$ cat config.mk
export PLATFORM = sky130hd
export DESIGN_NAME = axil2wb_bridge
export DESIGN_NICKNAME = d
export VERILOG_FILES = /design/src/rtl/axil2wb_bridge_pkg.sv /design/src/rtl/axil2wb_timeout.sv /design/src/rtl/axil2wb_bridge.sv
export SDC_FILE = /design/constraint.sdc
export NUM_CORES = 1
export LEC_CHECK = 0
export CAP_MARGIN = 20
export CORE_ASPECT_RATIO = 1.2
export CORE_UTILIZATION = 42
export CTS_CLUSTER_SIZE = 30
export DETAILED_ROUTE_END_ITERATION = 8
export PLACE_DENSITY = 0.8
export SYNTH_ARGS = -nofsm -noshare
export SYNTH_HDL_FRONTEND = slang
export SYNTH_HIERARCHICAL = 1
export SYNTH_SLANG_ARGS = --single-unit
export TNS_END_PERCENT = 20
$ cat constraint.sdc
create_clock -name wb_clk_i -period 3.7 [get_ports wb_clk_i]
set_clock_uncertainty 0.2 [all_clocks]
set_input_delay 0.555 -clock wb_clk_i [delete_from_list [all_inputs] [get_ports wb_clk_i]]
set_output_delay 0.555 -clock wb_clk_i [all_outputs]
set_load 0.01 [all_outputs]
$ cat src/rtl/axil2wb_bridge_pkg.sv
// rtl/axil2wb_bridge_pkg.sv - shared response codes, FSM encoding and address helper for the AXI-Lite to Wishbone bridge
package axil2wb_bridge_pkg;

    localparam logic [1:0]  RESP_OKAY       = 2'b00;
    localparam logic [1:0]  RESP_SLVERR     = 2'b10;
    localparam logic [31:0] DEFAULT_WB_BASE = 32'h3000_0000;

    typedef enum logic [2:0] {
        ST_IDLE   = 3'd0,
        ST_WB_WR  = 3'd1,
        ST_WB_RD  = 3'd2,
        ST_B_RESP = 3'd3,
        ST_R_RESP = 3'd4
    } state_t;

    typedef enum logic {
        PRIO_READ  = 1'b0,
        PRIO_WRITE = 1'b1
    } prio_t;

    // Wishbone sees word-aligned addresses with the window base merged in.
    function automatic logic [31:0] wb_word_addr(input logic [31:0] base, input logic [31:0] byte_addr);
        return base | (byte_addr & ~32'h3);
    endfunction

endpackage

$ cat src/rtl/axil2wb_timeout.sv
// rtl/axil2wb_timeout.sv - loadable wait-cycle counter that flags expiry on the pLIMIT-th consecutive tick
module axil2wb_timeout #(
    parameter int pLIMIT = 255
) (
    input  logic clk,
    input  logic rst,
    input  logic load,
    input  logic tick,
    output logic expire
);

    localparam int CW = (pLIMIT > 1) ? $clog2(pLIMIT + 1) : 1;

    logic [CW-1:0] count;

    // Expiry is qualified by tick, so a cycle without tick (e.g. an ack) never expires.
    assign expire = tick && (count == CW'(pLIMIT - 1));

    always_ff @(posedge clk or posedge rst) begin
        if (rst) begin
            count <= '0;
        end else if (load) begin
            count <= '0;
        end else if (tick && !expire) begin
            count <= count + CW'(1);
        end
    end

endmodule

$ cat src/rtl/axil2wb_bridge.sv
// rtl/axil2wb_bridge.sv - AXI-Lite slave to Wishbone classic master, one outstanding single-beat transfer
module axil2wb_bridge
    import axil2wb_bridge_pkg::*;
#(
    parameter int          pDATA_WIDTH = 32,
    parameter int          pADDR_WIDTH = 12,
    parameter logic [31:0] pWB_BASE    = DEFAULT_WB_BASE,
    parameter int          pTIMEOUT    = 255
) (
    input  logic                     wb_clk_i,
    input  logic                     wb_rst_i,
    input  logic                     awvalid,
    output logic                     awready,
    input  logic [pADDR_WIDTH-1:0]   awaddr,
    input  logic                     wvalid,
    output logic                     wready,
    input  logic [pDATA_WIDTH-1:0]   wdata,
    input  logic [pDATA_WIDTH/8-1:0] wstrb,
    output logic                     bvalid,
    input  logic                     bready,
    output logic [1:0]               bresp,
    input  logic                     arvalid,
    output logic                     arready,
    input  logic [pADDR_WIDTH-1:0]   araddr,
    output logic                     rvalid,
    input  logic                     rready,
    output logic [pDATA_WIDTH-1:0]   rdata,
    output logic [1:0]               rresp,
    output logic                     wbm_cyc_o,
    output logic                     wbm_stb_o,
    output logic                     wbm_we_o,
    output logic [pDATA_WIDTH/8-1:0] wbm_sel_o,
    output logic [31:0]              wbm_adr_o,
    output logic [pDATA_WIDTH-1:0]   wbm_dat_o,
    input  logic [pDATA_WIDTH-1:0]   wbm_dat_i,
    input  logic                     wbm_ack_i
);

    localparam int NB = pDATA_WIDTH / 8;

    state_t                 state, state_nxt;
    prio_t                  prio;
    logic                   aw_full, w_full, ar_full;
    logic [pADDR_WIDTH-1:0] awaddr_q, araddr_q;
    logic [pDATA_WIDTH-1:0] wdata_q, rdata_q;
    logic [NB-1:0]          wstrb_q;
    logic [1:0]             bresp_q, rresp_q;
    logic                   in_wb, wr_pend, rd_pend, contend, tmr_expire;
    logic                   aw_hs, w_hs, ar_hs, b_hs, r_hs;

    // Readies are held low during reset so nothing is accepted while the bridge is held.
    assign awready = (state == ST_IDLE) && !aw_full && !wb_rst_i;
    assign wready  = (state == ST_IDLE) && !w_full && !wb_rst_i;
    assign arready = (state == ST_IDLE) && !ar_full && !wb_rst_i
                     && !(aw_full && w_full && (prio == PRIO_WRITE));

    assign aw_hs   = awvalid && awready;
    assign w_hs    = wvalid && wready;
    assign ar_hs   = arvalid && arready;
    assign b_hs    = (state == ST_B_RESP) && bready;
    assign r_hs    = (state == ST_R_RESP) && rready;

    assign in_wb   = (state == ST_WB_WR) || (state == ST_WB_RD);
    assign wr_pend = aw_full && w_full;
    assign rd_pend = ar_full;

    axil2wb_timeout #(
        .pLIMIT (pTIMEOUT)
    ) u_timeout (
        .clk    (wb_clk_i),
        .rst    (wb_rst_i),
        .load   (state == ST_IDLE),
        .tick   (in_wb && !wbm_ack_i),
        .expire (tmr_expire)
    );

    always_comb begin
        state_nxt = state;
        contend   = 1'b0;
        case (state)
            ST_IDLE: begin
                if (wr_pend && rd_pend) begin
                    contend   = 1'b1;
                    state_nxt = (prio == PRIO_READ) ? ST_WB_RD : ST_WB_WR;
                end else if (wr_pend) begin
                    state_nxt = ST_WB_WR;
                end else if (rd_pend) begin
                    state_nxt = ST_WB_RD;
                end
            end
            ST_WB_WR:  if (wbm_ack_i || tmr_expire) state_nxt = ST_B_RESP;
            ST_WB_RD:  if (wbm_ack_i || tmr_expire) state_nxt = ST_R_RESP;
            ST_B_RESP: if (bready) state_nxt = ST_IDLE;
            ST_R_RESP: if (rready) state_nxt = ST_IDLE;
            default:   state_nxt = ST_IDLE;
        endcase
    end

    always_ff @(posedge wb_clk_i or posedge wb_rst_i) begin
        if (wb_rst_i) begin
            state    <= ST_IDLE;
            prio     <= PRIO_READ;
            aw_full  <= 1'b0;
            w_full   <= 1'b0;
            ar_full  <= 1'b0;
            awaddr_q <= '0;
            araddr_q <= '0;
            wdata_q  <= '0;
            wstrb_q  <= '0;
            rdata_q  <= '0;
            bresp_q  <= RESP_OKAY;
            rresp_q  <= RESP_OKAY;
        end else begin
            state <= state_nxt;
            // Only a contended choice moves priority; the loser of this round wins the next one.
            if (contend) prio <= (prio == PRIO_READ) ? PRIO_WRITE : PRIO_READ;

            if (aw_hs) begin
                aw_full  <= 1'b1;
                awaddr_q <= awaddr;
            end else if (b_hs) begin
                aw_full  <= 1'b0;
            end
            if (w_hs) begin
                w_full  <= 1'b1;
                wdata_q <= wdata;
                wstrb_q <= wstrb;
            end else if (b_hs) begin
                w_full  <= 1'b0;
            end
            if (ar_hs) begin
                ar_full  <= 1'b1;
                araddr_q <= araddr;
            end else if (r_hs) begin
                ar_full  <= 1'b0;
            end

            if (state == ST_WB_WR) begin
                if (wbm_ack_i)       bresp_q <= RESP_OKAY;
                else if (tmr_expire) bresp_q <= RESP_SLVERR;
            end
            if (state == ST_WB_RD) begin
                if (wbm_ack_i) begin
                    rdata_q <= wbm_dat_i;
                    rresp_q <= RESP_OKAY;
                end else if (tmr_expire) begin
                    rdata_q <= '0;
                    rresp_q <= RESP_SLVERR;
                end
            end
        end
    end

    assign bvalid    = (state == ST_B_RESP);
    assign rvalid    = (state == ST_R_RESP);
    assign bresp     = bresp_q;
    assign rresp     = rresp_q;
    assign rdata     = rdata_q;

    assign wbm_cyc_o = in_wb;
    assign wbm_stb_o = in_wb;
    assign wbm_we_o  = (state == ST_WB_WR);
    assign wbm_adr_o = (state == ST_WB_WR) ? wb_word_addr(pWB_BASE, 32'(awaddr_q)) :
                       (state == ST_WB_RD) ? wb_word_addr(pWB_BASE, 32'(araddr_q)) : '0;
    assign wbm_sel_o = (state == ST_WB_WR) ? wstrb_q :
                       (state == ST_WB_RD) ? {NB{1'b1}} : '0;
    assign wbm_dat_o = (state == ST_WB_WR) ? wdata_q : '0;

endmodule

==> summary.txt <==
Run status
  • Outcome: completed

Pwr
  • Total chip power: between 5 and 6 mW
  • Net Sw Frac: 32.4%
  • Comb pwr share: 44.8%
  • Power per cell area: 781 nW/um2
  • Clock share of power: 18.0%
  • Sw Pwr: around 1.8 mW
  • Peak supply drop: about 0.42 mV
  • Sequential power share: 37.2%
  • Pint: 3.70 mW
  • Leak: 3.07 nW

Detailed routing
  • First-pass DRT Iterations: 4
  • Drt initial violations: 168
  • Routed vias/inst: approximately 5.1
  • DRC: 0
  • Antenna-violating nets left: 0
  • Detailed-route via count: 3631
  • Wirelength, routed: 12000 um
  • Wirelength per Cell: 16.8 um

Floorplan
  • FP Rows: 42
  • Initial core utilization: 43.3%
  • DIE AREA: 11900 um2
  • Die W: 99.6 um
  • Core box area: 11100 um2
  • IO Count: 212
  • Die H: ~120 um

Synthesis
  • Top-area cell type share of the netlist area: 54.8%
  • Synth cell count leaders: dfrtp_1 (105), mux2_2 (47), a22o_1 (42)
  • Number of synthesized flops with an enable pin: 0
  • Most used DFF post-synth: dfrtp_1
  • Avg Cell Area, Syn: 12.8 um2
  • Library cells used by synthesis: between 40 and 50
  • Sequential cell area fraction in the yosys report: 54.8%
  • #FFs+latches synth: approximately 110
  • Ys async rst share: between 90% and 100%
  • Leading post-synthesis cells by cell area: dfrtp_1 (55%), mux2_2 (11%), a22o_1 (7.7%)
  • Most common cell in the netlist: dfrtp_1
  • Synth Cell Area: 4800 um2
  • Synth Instances: about 380
  • Syn. warnings: 6
  • Post-synth top area cell: dfrtp_1

Global routing
  • Tot GR Track Use: 21.0%
  • Vias in the first global route: 3830
  • Global-route wire length before repair: 19200 um
  • Largest net degree at the start of global routing: between 50 and 60
  • Initial antenna violation count: 0
  • Global route overflow: 0

Timing
  • Fin crit share: 86.3%
  • RSZ-0062 raised after global routing: false
  • Hold Vio Cnt, Final: 0
  • Worst-margin pin slew: 866 ps
  • Setup Viol. Count Final: 0
  • Worst slew margin: approximately 42%
  • Highest clock rate: 313 MHz
  • Fin Setup TNS: 0 ps
  • Pins Over Slew Limit: 0
  • Tmin final: 3190 ps
  • Worst setup margin: 507 ps

Clock tree
  • Hold_buf cts: 0
  • Post-cts resize count: 0
  • Skew-Pair Late Insertion Delay: 340 ps
  • Deepest clock path buffer count: 2
  • CTS tree: built
  • CTS Buf Count: 9
  • CTS H-tree depth: 3
  • Clock root buffer: clkbuf_16
  • Post-CTS setup buffer count: 0
  • Clock Pin Slew Worst Setup and Hold Paths: around 70 ps
  • Clock sinks: around 110

Critical path
  • Type of origin of the critical path: register
  • CP endpoint kind: output port
  • CP Cell Sequence: nor3b_2 -> buf_4 -> a22o_1 -> clkdlybuf4s50_1
  • CP max stage delay: 590 ps
  • Worst Path Buf+Inv: 2
  • Slowest cell on crit path: dfrtp_1
  • Worst path top cell family by delay: buffers and inverters
  • Maximum net fanout on the critical path: 12
  • Crit Path Category: reg -> out
  • CP Data Arrival Time: 2440 ps
  • WP depth: 4
  • R2R depth: 4
  • CP required: about 2900 ps
  • Reg-to-Reg End: wdata_q[27]$_DFFE_PP0P_
  • Reg-to-Reg Start: state[1]$_DFFE_PP0P_
  • Reg2reg setup slack: 1090 ps

Final layout
  • Fill count: around 860
  • Multi-input logic area: 1920 um2
  • Final #Nets: 656
  • Ratio of cells with drive above 1 in the final layout: 16.8%
  • FF+latch area: between 2000 and 3000 um2
  • Antenna Diode Count: 0
  • Area delta synth->final: 46.0%

Hold path
  • Min-delay src: rdata[15]$_DFFE_PP0P_
  • Hold endpoint: rdata[15]$_DFFE_PP0P_
  • Hold Path Class: reg -> reg
  • Worst hold stages: 1

Placed design
  • Number of port buffers: 185
  • HPWL after DPL: about 8600 um
  • RePlAce Congestion: 0.781
  • Place WS: 561 ps

Job
  • Max cap viols: 0
==> registers in the layout, summed over array words and instances (netlist names) <==
signal           count
rresp                1
bresp                1
araddr_q            10
ar_full              1
awaddr_q            10
prio                 1
wdata_q             32
rdata               32
u_timeout/count      8
w_full               1
state                3
aw_full              1
wstrb_q              4
==> per-layer routing <==
| metal | wire length [um] | GRT usage (%) | up-vias | share of wire (%) |
|---|---|---|---|---|
| met2 | 6230 | 36.4 | 141 | 52 |
| li1 | - | - | 1649 | - |
| met3 | 656 | 4.93 | 31 | 5.5 |
| met4 | 405 | 9.74 | 0 | 3.4 |
| met1 | 4670 | 24.5 | 1810 | 39 |
| met5 | 0 | 0 | - | 0 |
==> cell families after synthesis <==
family	share of synthesized area (%)
AOI/OAI and AO/OA	12.8
muxes	14.5
adders and majority gates	0.521
buffers and inverters	6.99
and+or+nand+nor	10.1
other	0.0782
DFF	54.8
xor gates and xnor gates	0.365
==> area by class of cell <==
class                      instances  share of cell area [%]
clock inverter                     6                    1.05
clock buffer                      10                    3.41
inverter                           7                   0.411
sequential                       105                    37.5
tap                              154                    2.75
timing repair buffer             193                    27.5
multi-input combinational        238                    27.4
==> metrics by stage <==
step	cell area (um2)	hold slack [ps]	std cells	util, %
2_1_floorplan	4880	171	397	-
6_report	7010	297	713	63.2
5_1_grt	7010	319	713	63.2
3_5_place_dp	6690	285	697	60.4
4_1_cts	7010	303	713	63.2
3_3_place_gp	6690	279	697	60.4
==> worst max-delay path by stage <==
stage | from | end | slack [ps]
after floorplan | wb_rst_i | ar_full$_DFFE_PP0P_ | 410
after global placement | wb_rst_i | arready | 580
after detailed placement | wb_rst_i | arready | 560
after CTS | state[1]$_DFFE_PP0P_ | wbm_adr_o[5] | 480
after global routing | state[1]$_DFFE_PP0P_ | wbm_adr_o[8] | 370
final | state[1]$_DFFE_PP0P_ | wbm_adr_o[5] | 510
==> power groups by stage <==
stage	Clock, mW	Sequential (mW)	Combinational [mW]
2_1_floorplan	0	2.00	1.32
3_3_place_gp	0	2.01	2.39
4_1_cts	1.01	2.04	2.47
5_1_grt	1.06	2.11	2.63
3_5_place_dp	0	2.04	2.46
6_report	0.986	2.04	2.45
==> placed cells by master, fill, tap and decap left out, drive strengths merged, types with 4 or more instances in the layout <==
cell type	netlist	routed
clkdlybuf4s50	0	185
dfrtp	105	105
mux2	58	58
a22o	42	42
and2	33	33
conb	1	22
nand2	13	13
a21oi	10	10
clkbuf	15	10
nor2	9	9
inv	7	9
buf	32	8
nor3	6	6
o21a	4	4
and3	4	4
a211oi	4	4
==> worst reg2reg max path, delay by kind of cell, from the launching register on <==
family	cells	cell delay, ps
and+or+nand+nor	3	1250
DFF	1	530
muxes	1	510
No activity file was read; power rests on OpenSTA's default activity.
